`src/rtl/ps2_link_ctrl.sv`:
```
// PS/2 link controller: arbitrates a half-duplex PS/2 line between receive and transmit,
// buffers received bytes in a small FWFT FIFO and keeps sticky overrun/timeout flags.
module ps2_link_ctrl #(
  parameter int unsigned FIFO_W     = 2,
  parameter int unsigned TX_TIMEOUT = 2_000_000,
  parameter int unsigned GUARD      = 100
) (
  input  logic       clk,
  input  logic       reset,
  input  logic       wr_ps2,
  input  logic [7:0] wr_data,
  input  logic       rd_fifo,
  input  logic       clr_err,
  input  logic       rx_idle,
  input  logic       rx_done_tick,
  input  logic [7:0] rx_dout,
  input  logic       tx_idle,
  input  logic       tx_done_tick,
  output logic       rx_en,
  output logic       tx_start,
  output logic [7:0] tx_data,
  output logic [7:0] rd_data,
  output logic       rx_empty,
  output logic       rx_full,
  output logic       tx_busy,
  output logic       overrun,
  output logic       tx_timeout
);

  localparam int unsigned DEPTH   = 1 << FIFO_W;
  localparam int unsigned CNT_MAX = (TX_TIMEOUT > GUARD) ? TX_TIMEOUT : GUARD;
  localparam int unsigned CNT_W   = $clog2(CNT_MAX + 1);

  localparam logic [CNT_W-1:0]  TO_LAST  = CNT_W'(TX_TIMEOUT - 1);
  localparam logic [CNT_W-1:0]  GD_LAST  = CNT_W'(GUARD - 1);
  localparam logic [CNT_W-1:0]  CNT_ONE  = CNT_W'(1);
  localparam logic [FIFO_W:0]   FULL_CNT = (FIFO_W + 1)'(DEPTH);
  localparam logic [FIFO_W:0]   FCNT_ONE = (FIFO_W + 1)'(1);
  localparam logic [FIFO_W-1:0] PTR_ONE  = FIFO_W'(1);

  typedef enum logic [2:0] {
    IDLE,
    RX,
    TX_REQ,
    TX_WAIT,
    TX_GUARD
  } state_t;

  state_t           state_q, state_d;
  logic [CNT_W-1:0] cnt_q, cnt_d;
  logic             to_set;

  logic             tx_pend_q, tx_pend_d;
  logic [7:0]       tx_data_q, tx_data_d;

  logic [7:0]        mem_q [DEPTH];
  logic [FIFO_W-1:0] wr_ptr_q, wr_ptr_d;
  logic [FIFO_W-1:0] rd_ptr_q, rd_ptr_d;
  logic [FIFO_W:0]   count_q, count_d;
  logic              push, pop, do_push, ovr_set;

  logic              overrun_q, overrun_d;
  logic              tx_timeout_q, tx_timeout_d;

  // ---------------------------------------------------------------- FSM
  always_ff @(posedge clk or posedge reset) begin
    if (reset) begin
      state_q <= IDLE;
      cnt_q   <= '0;
    end else begin
      state_q <= state_d;
      cnt_q   <= cnt_d;
    end
  end

  always_comb begin
    state_d = state_q;
    cnt_d   = cnt_q;
    to_set  = 1'b0;
    case (state_q)
      IDLE: begin
        if (tx_pend_q && rx_idle && tx_idle) state_d = TX_REQ;
        else if (!rx_idle)                   state_d = RX;
      end
      RX: begin
        if (rx_done_tick) state_d = IDLE;
      end
      TX_REQ: begin
        state_d = TX_WAIT;
        cnt_d   = '0;
      end
      TX_WAIT: begin
        if (tx_done_tick) begin
          state_d = TX_GUARD;
          cnt_d   = '0;
        end else if (cnt_q == TO_LAST) begin
          to_set  = 1'b1;
          state_d = TX_GUARD;
          cnt_d   = '0;
        end else begin
          cnt_d = cnt_q + CNT_ONE;
        end
      end
      TX_GUARD: begin
        if (cnt_q == GD_LAST) begin
          state_d = IDLE;
          cnt_d   = '0;
        end else begin
          cnt_d = cnt_q + CNT_ONE;
        end
      end
      default: begin
        state_d = IDLE;
        cnt_d   = '0;
      end
    endcase
  end

  always_comb begin
    rx_en    = 1'b1;
    tx_start = 1'b0;
    tx_busy  = tx_pend_q;
    case (state_q)
      TX_REQ: begin
        rx_en    = 1'b0;
        tx_start = 1'b1;
        tx_busy  = 1'b1;
      end
      TX_WAIT, TX_GUARD: begin
        rx_en   = 1'b0;
        tx_busy = 1'b1;
      end
      default: ;
    endcase
  end

  // ---------------------------------------------------- TX holding register
  always_comb begin
    tx_pend_d = tx_pend_q;
    tx_data_d = tx_data_q;
    if (state_q == TX_REQ) tx_pend_d = 1'b0;
    if (wr_ps2 && !tx_busy) begin
      tx_pend_d = 1'b1;
      tx_data_d = wr_data;
    end
  end

  always_ff @(posedge clk or posedge reset) begin
    if (reset) begin
      tx_pend_q <= 1'b0;
      tx_data_q <= '0;
    end else begin
      tx_pend_q <= tx_pend_d;
      tx_data_q <= tx_data_d;
    end
  end

  assign tx_data = tx_data_q;

  // ------------------------------------------------------------- RX FIFO
  // A pop frees a slot in the same cycle, so a push into a full FIFO is
  // accepted when accompanied by a pop; only an unmatched full push overruns.
  always_comb begin
    push     = rx_done_tick;
    pop      = rd_fifo && (count_q != '0);
    do_push  = push && ((count_q != FULL_CNT) || pop);
    ovr_set  = push && (count_q == FULL_CNT) && !pop;
    wr_ptr_d = do_push ? wr_ptr_q + PTR_ONE : wr_ptr_q;
    rd_ptr_d = pop ? rd_ptr_q + PTR_ONE : rd_ptr_q;
    case ({do_push, pop})
      2'b10:   count_d = count_q + FCNT_ONE;
      2'b01:   count_d = count_q - FCNT_ONE;
      default: count_d = count_q;
    endcase
  end

  always_ff @(posedge clk or posedge reset) begin
    if (reset) begin
      for (int unsigned i = 0; i < DEPTH; i++) mem_q[i] <= '0;
      wr_ptr_q <= '0;
      rd_ptr_q <= '0;
      count_q  <= '0;
    end else begin
      if (do_push) mem_q[wr_ptr_q] <= rx_dout;
      wr_ptr_q <= wr_ptr_d;
      rd_ptr_q <= rd_ptr_d;
      count_q  <= count_d;
    end
  end

  assign rd_data  = mem_q[rd_ptr_q];
  assign rx_empty = (count_q == '0);
  assign rx_full  = (count_q == FULL_CNT);

  // ---------------------------------------------------- sticky error flags
  always_comb begin
    overrun_d    = ovr_set ? 1'b1 : (clr_err ? 1'b0 : overrun_q);
    tx_timeout_d = to_set  ? 1'b1 : (clr_err ? 1'b0 : tx_timeout_q);
  end

  always_ff @(posedge clk or posedge reset) begin
    if (reset) begin
      overrun_q    <= 1'b0;
      tx_timeout_q <= 1'b0;
    end else begin
      overrun_q    <= overrun_d;
      tx_timeout_q <= tx_timeout_d;
    end
  end

  assign overrun    = overrun_q;
  assign tx_timeout = tx_timeout_q;

endmodule

```
`config.mk`:
```
export PLATFORM = sky130hd
export DESIGN_NAME = ps2_link_ctrl
export DESIGN_NICKNAME = d
export VERILOG_FILES = /design/src/rtl/ps2_link_ctrl.sv
export SDC_FILE = /design/constraint.sdc
export NUM_CORES = 1
export LEC_CHECK = 0
export CORE_ASPECT_RATIO = 1.2
export CORE_MARGIN = 4
export CORE_UTILIZATION = 30
export DETAILED_ROUTE_END_ITERATION = 8
export HOLD_SLACK_MARGIN = 0.06
export PLACE_DENSITY_LB_ADDON = 0.12
export SLEW_MARGIN = 20
export SYNTH_ARGS = -nofsm -noshare
export SYNTH_HDL_FRONTEND = slang
export SYNTH_SLANG_ARGS = --single-unit
export TNS_END_PERCENT = 20
```
`constraint.sdc`:
```
create_clock -name clk -period 3.3 [get_ports clk]
set_input_delay 0.495 -clock clk [delete_from_list [all_inputs] [get_ports clk]]
set_output_delay 0.495 -clock clk [all_outputs]
set_load 0.1 [all_outputs]
```
After elaboration in Yosys (flattened, before gate mapping)
Cells that the tools add are included.

Register bits after elaboration: 74. Bits of input ports: 25. Output and inout port bits: 23. Logic and storage cells: 87.

$add $sub $neg: 5. Order comparisons: 3. Equality and inequality tests: 14. Mux-type cells: 29. Bitwise operators: 2. Reduce and logical (&&, ||, !) cells: 21.

Operator list (count): 21-bit two-way mux (3); 21-bit case mux with 3 select lines (1); 32-bit bitwise mux (1); 8-bit two-way mux (3); 21-bit by 1-bit adder with 21-bit output, second input constant (1); 21-bit equality test, second input constant (1); 21-bit by 7-bit equality test with 1-bit output, second input constant (1); 3-bit two-way mux (6); 8-bit binary-select mux with 2-bit select (1); 8-bit demux with 2-bit select (1); 3-bit case mux with 5 select lines (1); 1-bit two-way mux (11); 3-bit inequality test, second input constant (3); 1-bit logical AND (8); 2-bit nonzero test (4); 3-bit by 2-bit equality test with 1-bit output, second input constant (2); 3-bit equality test, second input constant (2); 3-bit >= comparator, second input constant (2); 3-bit logical NOT (2); 2-bit inverter with 3-bit output (2); 3-bit case mux with 2 select lines (1); 2-bit by 1-bit adder with 2-bit output, second input constant (2); 2-bit inequality test, second input constant (2); 4-bit AND reduction (1); other kinds (11) (12).

Logic depth before layout (Yosys ltp)
Depth after elaboration: 6. Gate-level depth with buffers: 11. Mapped depth without buffers: 10.

Least setup slack after synthesis
No wires, ideal clock.

Path type: register -> register. Start point: reg state_q[2]. End point: reg tx_data_q[0] (netlist: tx_data[0]). Library setup time: 0.125 ns. Arrival: 4.275 ns. Required time: 3.175 ns. Setup slack: -1.101 ns. Stages on the path, launching flop included: 6. Buffers on the path: 0. Period minus slack after synthesis: 4.401 ns. Cell sequence: dfrtp_1 -> nor3b_1 -> a21oi_1 -> nand2_1 -> nor2_1 -> mux2_2.

Cells in the longest elaborated chain, start to end: 5. Elaborated cells between the ends (all ways): 7. Those cells by class: eq/ne (3); mux (1); reduce/logical (3).

Ends and longest elaborated chain: start: declaration (RTL line 49) `state_t state_q, state_d;`; start signal: assignment (RTL line 71) `state_q <= state_d;`; 3-bit by 2-bit equality test with 1-bit output or 3-bit equality test (tied branches) (RTL line 123) `case (state_q)`; 3-bit OR reduction (no line) *; 1-bit two-way mux * (RTL line 123); net tx_busy (RTL line 25) `output logic tx_busy,`; 1-bit logical NOT * (RTL line 142) `if (wr_ps2 && !tx_busy) begin`; 1-bit logical AND * (RTL line 142); end signal: assignment (RTL line 154) `tx_data_q <= tx_data_d;`; end: declaration (RTL line 54) `logic [7:0] tx_data_q, tx_data_d;`.

Mark *: on every way through the listed nets, which the timed path passes. The rest lies on a longest branch. A chain may end at the register's enable or synchronous reset.

Worst setup path after layout
Start point: reg cnt_q[1]. End point: reg cnt_q[14].

Cells in the longest elaborated chain, start to end: 4. Elaborated cells between the ends (all ways): 7. Those cells by class: add/sub (1); eq/ne (2); mux (4).

Ends and longest elaborated chain: start: declaration (RTL line 50) `logic [CNT_W-1:0] cnt_q, cnt_d;`; start signal: assignment (RTL line 72) `cnt_q <= cnt_d;`; 21-bit by 1-bit adder with 21-bit output or 21-bit equality test (tied branches) (RTL line 101, 109, 96); 21-bit two-way mux (RTL line 96) `end else if (cnt_q == TO_LAST) begin`; 21-bit two-way mux (RTL line 93) `if (tx_done_tick) begin`; 21-bit case mux with 3 select lines * (RTL line 80) `case (state_q)`.

Mark *: on every way between the ends. The rest lies on a longest branch, timed or not.

==> flow_summary.html <==
<table>
<tr><th>Metric</th><th>Value</th></tr>
<tr><th colspan="2">CTS</th></tr>
<tr><td># H-tree levels</td><td>3</td></tr>
<tr><td>Hold-fix buffer count after cts</td><td>0</td></tr>
<tr><td>Post-CTS Repair Setup Buffers</td><td>0</td></tr>
<tr><td>Clk slew on worst S/H paths</td><td>0.06 ns</td></tr>
<tr><td>TritonCTS clock tree</td><td>built</td></tr>
<tr><td>Num Clock Sinks</td><td>74</td></tr>
<tr><td>Post_cts resized</td><td>0</td></tr>
<tr><td>Clock root buffer master</td><td>clkbuf_16</td></tr>
<tr><td>Max Buffers Root-to-Sink</td><td>2</td></tr>
<tr><td>Number of clock buffers inserted by TritonCTS</td><td>9</td></tr>
<tr><td>Clock insertion delay at the later pin of the skew report</td><td>0.33 ns</td></tr>
<tr><th colspan="2">Status</th></tr>
<tr><td>Run status</td><td>finished clean</td></tr>
<tr><th colspan="2">Power and ir drop</th></tr>
<tr><td>Static Leakage</td><td>1.984 nW</td></tr>
<tr><td>Power density of the placed cells</td><td>886.2 nW/um^2</td></tr>
<tr><td>Power, Total</td><td>0.004065 W</td></tr>
<tr><td>Maximum VDD drop</td><td>0.5811 mV</td></tr>
<tr><th colspan="2">Setup path</th></tr>
<tr><td>Critical-path top delay cell</td><td>o41a_1</td></tr>
<tr><td>Required time at the endpoint of the critical path</td><td>3.49 ns</td></tr>
<tr><td>Depth of the most critical reg-to-reg path</td><td>6</td></tr>
<tr><td>Highest cell delay on the worst timing path</td><td>0.53 ns</td></tr>
<tr><td>Critical R2R Capture</td><td>cnt_q[14]$_DFFE_PP0N_</td></tr>
<tr><td>Kind of end point of the critical path</td><td>flip-flop</td></tr>
<tr><td>Data arrival time of the worst path</td><td>2.59 ns</td></tr>
<tr><td>CP cell instances</td><td>ha_1 -&gt; nand4_2 -&gt; or2_1 -&gt; o41a_1 -&gt; nor2_1 -&gt; o21ai_0</td></tr>
<tr><td>Critical Path Source Type</td><td>flip-flop</td></tr>
<tr><td>R2R Path Start</td><td>cnt_q[1]$_DFFE_PP0N_</td></tr>
<tr><td>Crit-path max FO</td><td>8</td></tr>
<tr><td>Reg-to-reg slack, setup</td><td>0.90 ns</td></tr>
<tr><td>Crit Path Class</td><td>flip-flop to flip-flop</td></tr>
<tr><th colspan="2">Cells and area</th></tr>
<tr><td>Final instance count without filler cells</td><td>544</td></tr>
<tr><td>Net count of the finished layout</td><td>412</td></tr>
<tr><td>Final cell utilization of the core</td><td>38.04%</td></tr>
<tr><td>Synth-to-layout area growth</td><td>25.03%</td></tr>
<tr><td>Sequential cell area</td><td>1852 um^2</td></tr>
<tr><td>Area of the multi-input gates</td><td>1697 um^2</td></tr>
<tr><td>Highest-count cells in the layout ignoring fill and taps</td><td>dfrtp_1, mux2_2, nand2_1</td></tr>
<tr><td>Fill cell instance count of the final layout</td><td>1175</td></tr>
<tr><td>Layout cell share with drive strength beyond 1</td><td>21.93%</td></tr>
<tr><td>Final non-filler cell area</td><td>4587 um^2</td></tr>
<tr><td>Commonest non-fill, non-tap cell in the layout</td><td>dfrtp_1</td></tr>
<tr><td>Antenna cells</td><td>0</td></tr>
<tr><th colspan="2">Yosys</th></tr>
<tr><td>Sequential area share after synthesis</td><td>50.48%</td></tr>
<tr><td>Ys flop type</td><td>dfrtp_1</td></tr>
<tr><td>Cell Area, Synth</td><td>3669 um^2</td></tr>
<tr><td>Count of state elements after synthesis</td><td>74</td></tr>
<tr><td>Post-synth EDFFs</td><td>0</td></tr>
<tr><td>Net count of the mapped netlist</td><td>361</td></tr>
<tr><td>Yosys warning total</td><td>0</td></tr>
<tr><td>Fraction of registers with async set/reset</td><td>100.0%</td></tr>
<tr><td>Distinct cell type count after synthesis</td><td>46</td></tr>
<tr><td>Post-synthesis average cell area</td><td>11.15 um^2</td></tr>
<tr><td>Synth Instances</td><td>329</td></tr>
<tr><th colspan="2">Drt</th></tr>
<tr><td>Detailed Routing Iterations Pass 1</td><td>4</td></tr>
<tr><td>Wl on met1</td><td>3885 um</td></tr>
<tr><td>Number of vias per cell after detailed routing</td><td>4.857</td></tr>
<tr><td>Met2 wirelength from detailed routing</td><td>4327 um</td></tr>
<tr><td>Wire length on met3</td><td>331 um</td></tr>
<tr><td>Top routing layer in use</td><td>met4</td></tr>
<tr><td>Remaining design rule violation count</td><td>0</td></tr>
<tr><td>WL per Instance</td><td>15.98 um</td></tr>
<tr><td>DRC marker count from the first detailed-route iteration</td><td>68</td></tr>
<tr><td>Antenna Nets Post-Route</td><td>0</td></tr>
<tr><td>Via count</td><td>2642</td></tr>
<tr><td>Sum of routed wire length over all layers</td><td>8691 um</td></tr>
<tr><th colspan="2">Global routing</th></tr>
<tr><td>Initial antenna violation count</td><td>0</td></tr>
<tr><td>Largest net degree at the start of global routing</td><td>75</td></tr>
<tr><td>GRT Residual Overflow</td><td>0</td></tr>
<tr><td>Number of global-route vias before repair</td><td>2781</td></tr>
<tr><td>Overall track demand over capacity in global routing</td><td>13.34%</td></tr>
<tr><td>Wire length of the first global-routing pass</td><td>14610 um</td></tr>
<tr><th colspan="2">Placed design</th></tr>
<tr><td>DP Wirelength</td><td>5930 um</td></tr>
<tr><td>Placed Area</td><td>4313 um^2</td></tr>
<tr><td>Post-Place Cells</td><td>530</td></tr>
<tr><td>Total of buffers placed on input and output ports</td><td>47</td></tr>
<tr><td>GPL Wtd Cong</td><td>0.7791</td></tr>
<tr><th colspan="2">STA</th></tr>
<tr><td>Achievable frequency</td><td>416.3 MHz</td></tr>
<tr><td>Final Hold Vio Count</td><td>0</td></tr>
<tr><td>Slew HR</td><td>33.67%</td></tr>
<tr><td>Clock Skew</td><td>0.004327 ns</td></tr>
<tr><td>Final setup TNS</td><td>0 ns</td></tr>
<tr><td>Number of pins with negative max-slew slack in the final report</td><td>0</td></tr>
<tr><td>Final worst path period share</td><td>72.79%</td></tr>
<tr><td>Final period demand of the worst path</td><td>2.402 ns</td></tr>
<tr><td>Setup repair after global routing missed its margin</td><td>no</td></tr>
<tr><td>Worst-margin pin slew</td><td>0.9918 ns</td></tr>
<tr><td>Number of setup violations in the final report</td><td>0</td></tr>
<tr><th colspan="2">Die</th></tr>
<tr><td>Chip Width</td><td>108.9 um</td></tr>
<tr><td>Die Height</td><td>129.1 um</td></tr>
<tr><td>Ports placed on the boundary</td><td>48</td></tr>
<tr><td>Starting density of the core</td><td>30.43%</td></tr>
<tr><td>Std-Cell Core Area</td><td>12060 um^2</td></tr>
<tr><td>Row count</td><td>44</td></tr>
<tr><td>Overall die area</td><td>14070 um^2</td></tr>
<tr><th colspan="2">Worst hold path</th></tr>
<tr><td>Worst hold path cell count</td><td>1</td></tr>
<tr><td>Launch instance of the worst min-delay path</td><td>mem_q[4]$_DFFE_PP0P_</td></tr>
<tr><td>Path category of the worst min-delay check</td><td>flip-flop to flip-flop</td></tr>
<tr><td>Worst-case hold path end point</td><td>mem_q[4]$_DFFE_PP0P_</td></tr>
<tr><th colspan="2">Flow run</th></tr>
<tr><td>Max cap viols</td><td>0</td></tr>
</table>
## where the power goes
part / internal [W] / switching [W] / leakage (nW)
registers: 0.00116 / 0.000187 / 0.908
logic: 0.000606 / 0.00117 / 0.938
clock network: 0.000573 / 0.000362 / 0.138
total: 0.00234 / 0.00172 / 1.98
## worst max-delay path: cells and delay by family (launching register included)
family	cells	cell delay, ns
AO/OA/AOI/OAI	2	0.70
flip-flops	1	0.39
adder cells (fa/ha/maj)	1	0.24
AND/OR/NAND/NOR	3	0.92
## through the flow
stage | setup WS, ns | hold WS, ns
3_5_place_dp | 0.7409 | 0.4881
5_1_grt | 0.6571 | 0.5164
6_report | 0.8979 | 0.5000
3_3_place_gp | 0.8390 | 0.4833
4_1_cts | 0.8724 | 0.5007
2_1_floorplan | 0.05818 | 0.4722
## state kept, by name, indices dropped and copies added (netlist names)
signal	flops
cnt_q	21
count_q	3
mem_q	32
overrun	1
rd_ptr_q	2
state_q	3
tx_data	8
tx_pend_q	1
tx_timeout	1
wr_ptr_q	2
## cells by family (layout without fill, tap and decap cells)
group,after synthesis,count (layout),synth area share [%]
muxes,50,50,17.74
xor gates and xnor gates,9,9,2.149
adders and majority gates,7,7,2.592
DFF,74,74,50.48
AOI/OAI and AO/OA,47,47,8.391
buffers and inverters,33,87,3.718
and+or+nand+nor,109,109,14.94
## cell usage after synthesis, types with 4 or more instances
library cell  instances  area share, %
nand4_1               5           0.85
nand3_1              10            1.4
o21ai_0              13            1.8
dfrtp_1              74             50
xnor2_1               6            1.4
nor2_1               16            1.6
mux2_2               40             12
mux4_2                8            4.9
and3_1                4           0.68
nor3_1                6           0.82
inv_1                22            2.3
and2_1                6            1.0
clkbuf_1              8           0.82
o22ai_1              14            2.4
ha_1                  6            2.0
nand2_1              38            3.9
nor2b_1               6            1.0
nor4_1                6            1.0
## per-layer routing
| layer | vias to the layer above | GRT usage [%] |
|---|---|---|
| met5 | - | 0 |
| met4 | 0 | 6.538 |
| met3 | 10 | 1.794 |
| met2 | 47 | 21.51 |
| met1 | 1309 | 17.60 |
| li1 | 1276 | - |
## cell type report
cell class | instances | area share [%]
Multi-Input combinational cell | 222 | 36.99
Clock inverter | 4 | 0.9820
Tap cell | 161 | 4.392
Clock buffer | 10 | 4.992
Inverter | 22 | 1.800
Timing Repair Buffer | 51 | 10.47
Sequential cell | 74 | 40.37
## worst max path at each step
| stage | depth (start not counted) | start | to |
|---|---|---|---|
| CTS | 6 | cnt_q[1]$_DFFE_PP0N_ | cnt_q[5]$_DFFE_PP0N_ |
| floorplan | 11 | count_q[0]$_DFFE_PP0P_ | count_q[2]$_DFFE_PP0P_ |
| detailed placement | 10 | rd_fifo | count_q[2]$_DFFE_PP0P_ |
| global placement | 9 | rx_done_tick | count_q[2]$_DFFE_PP0P_ |
| finish | 6 | cnt_q[1]$_DFFE_PP0N_ | cnt_q[14]$_DFFE_PP0N_ |
| global route | 6 | cnt_q[0]$_DFFE_PP0N_ | cnt_q[14]$_DFFE_PP0N_ |
No activity file was read; power rests on OpenSTA's default activity.
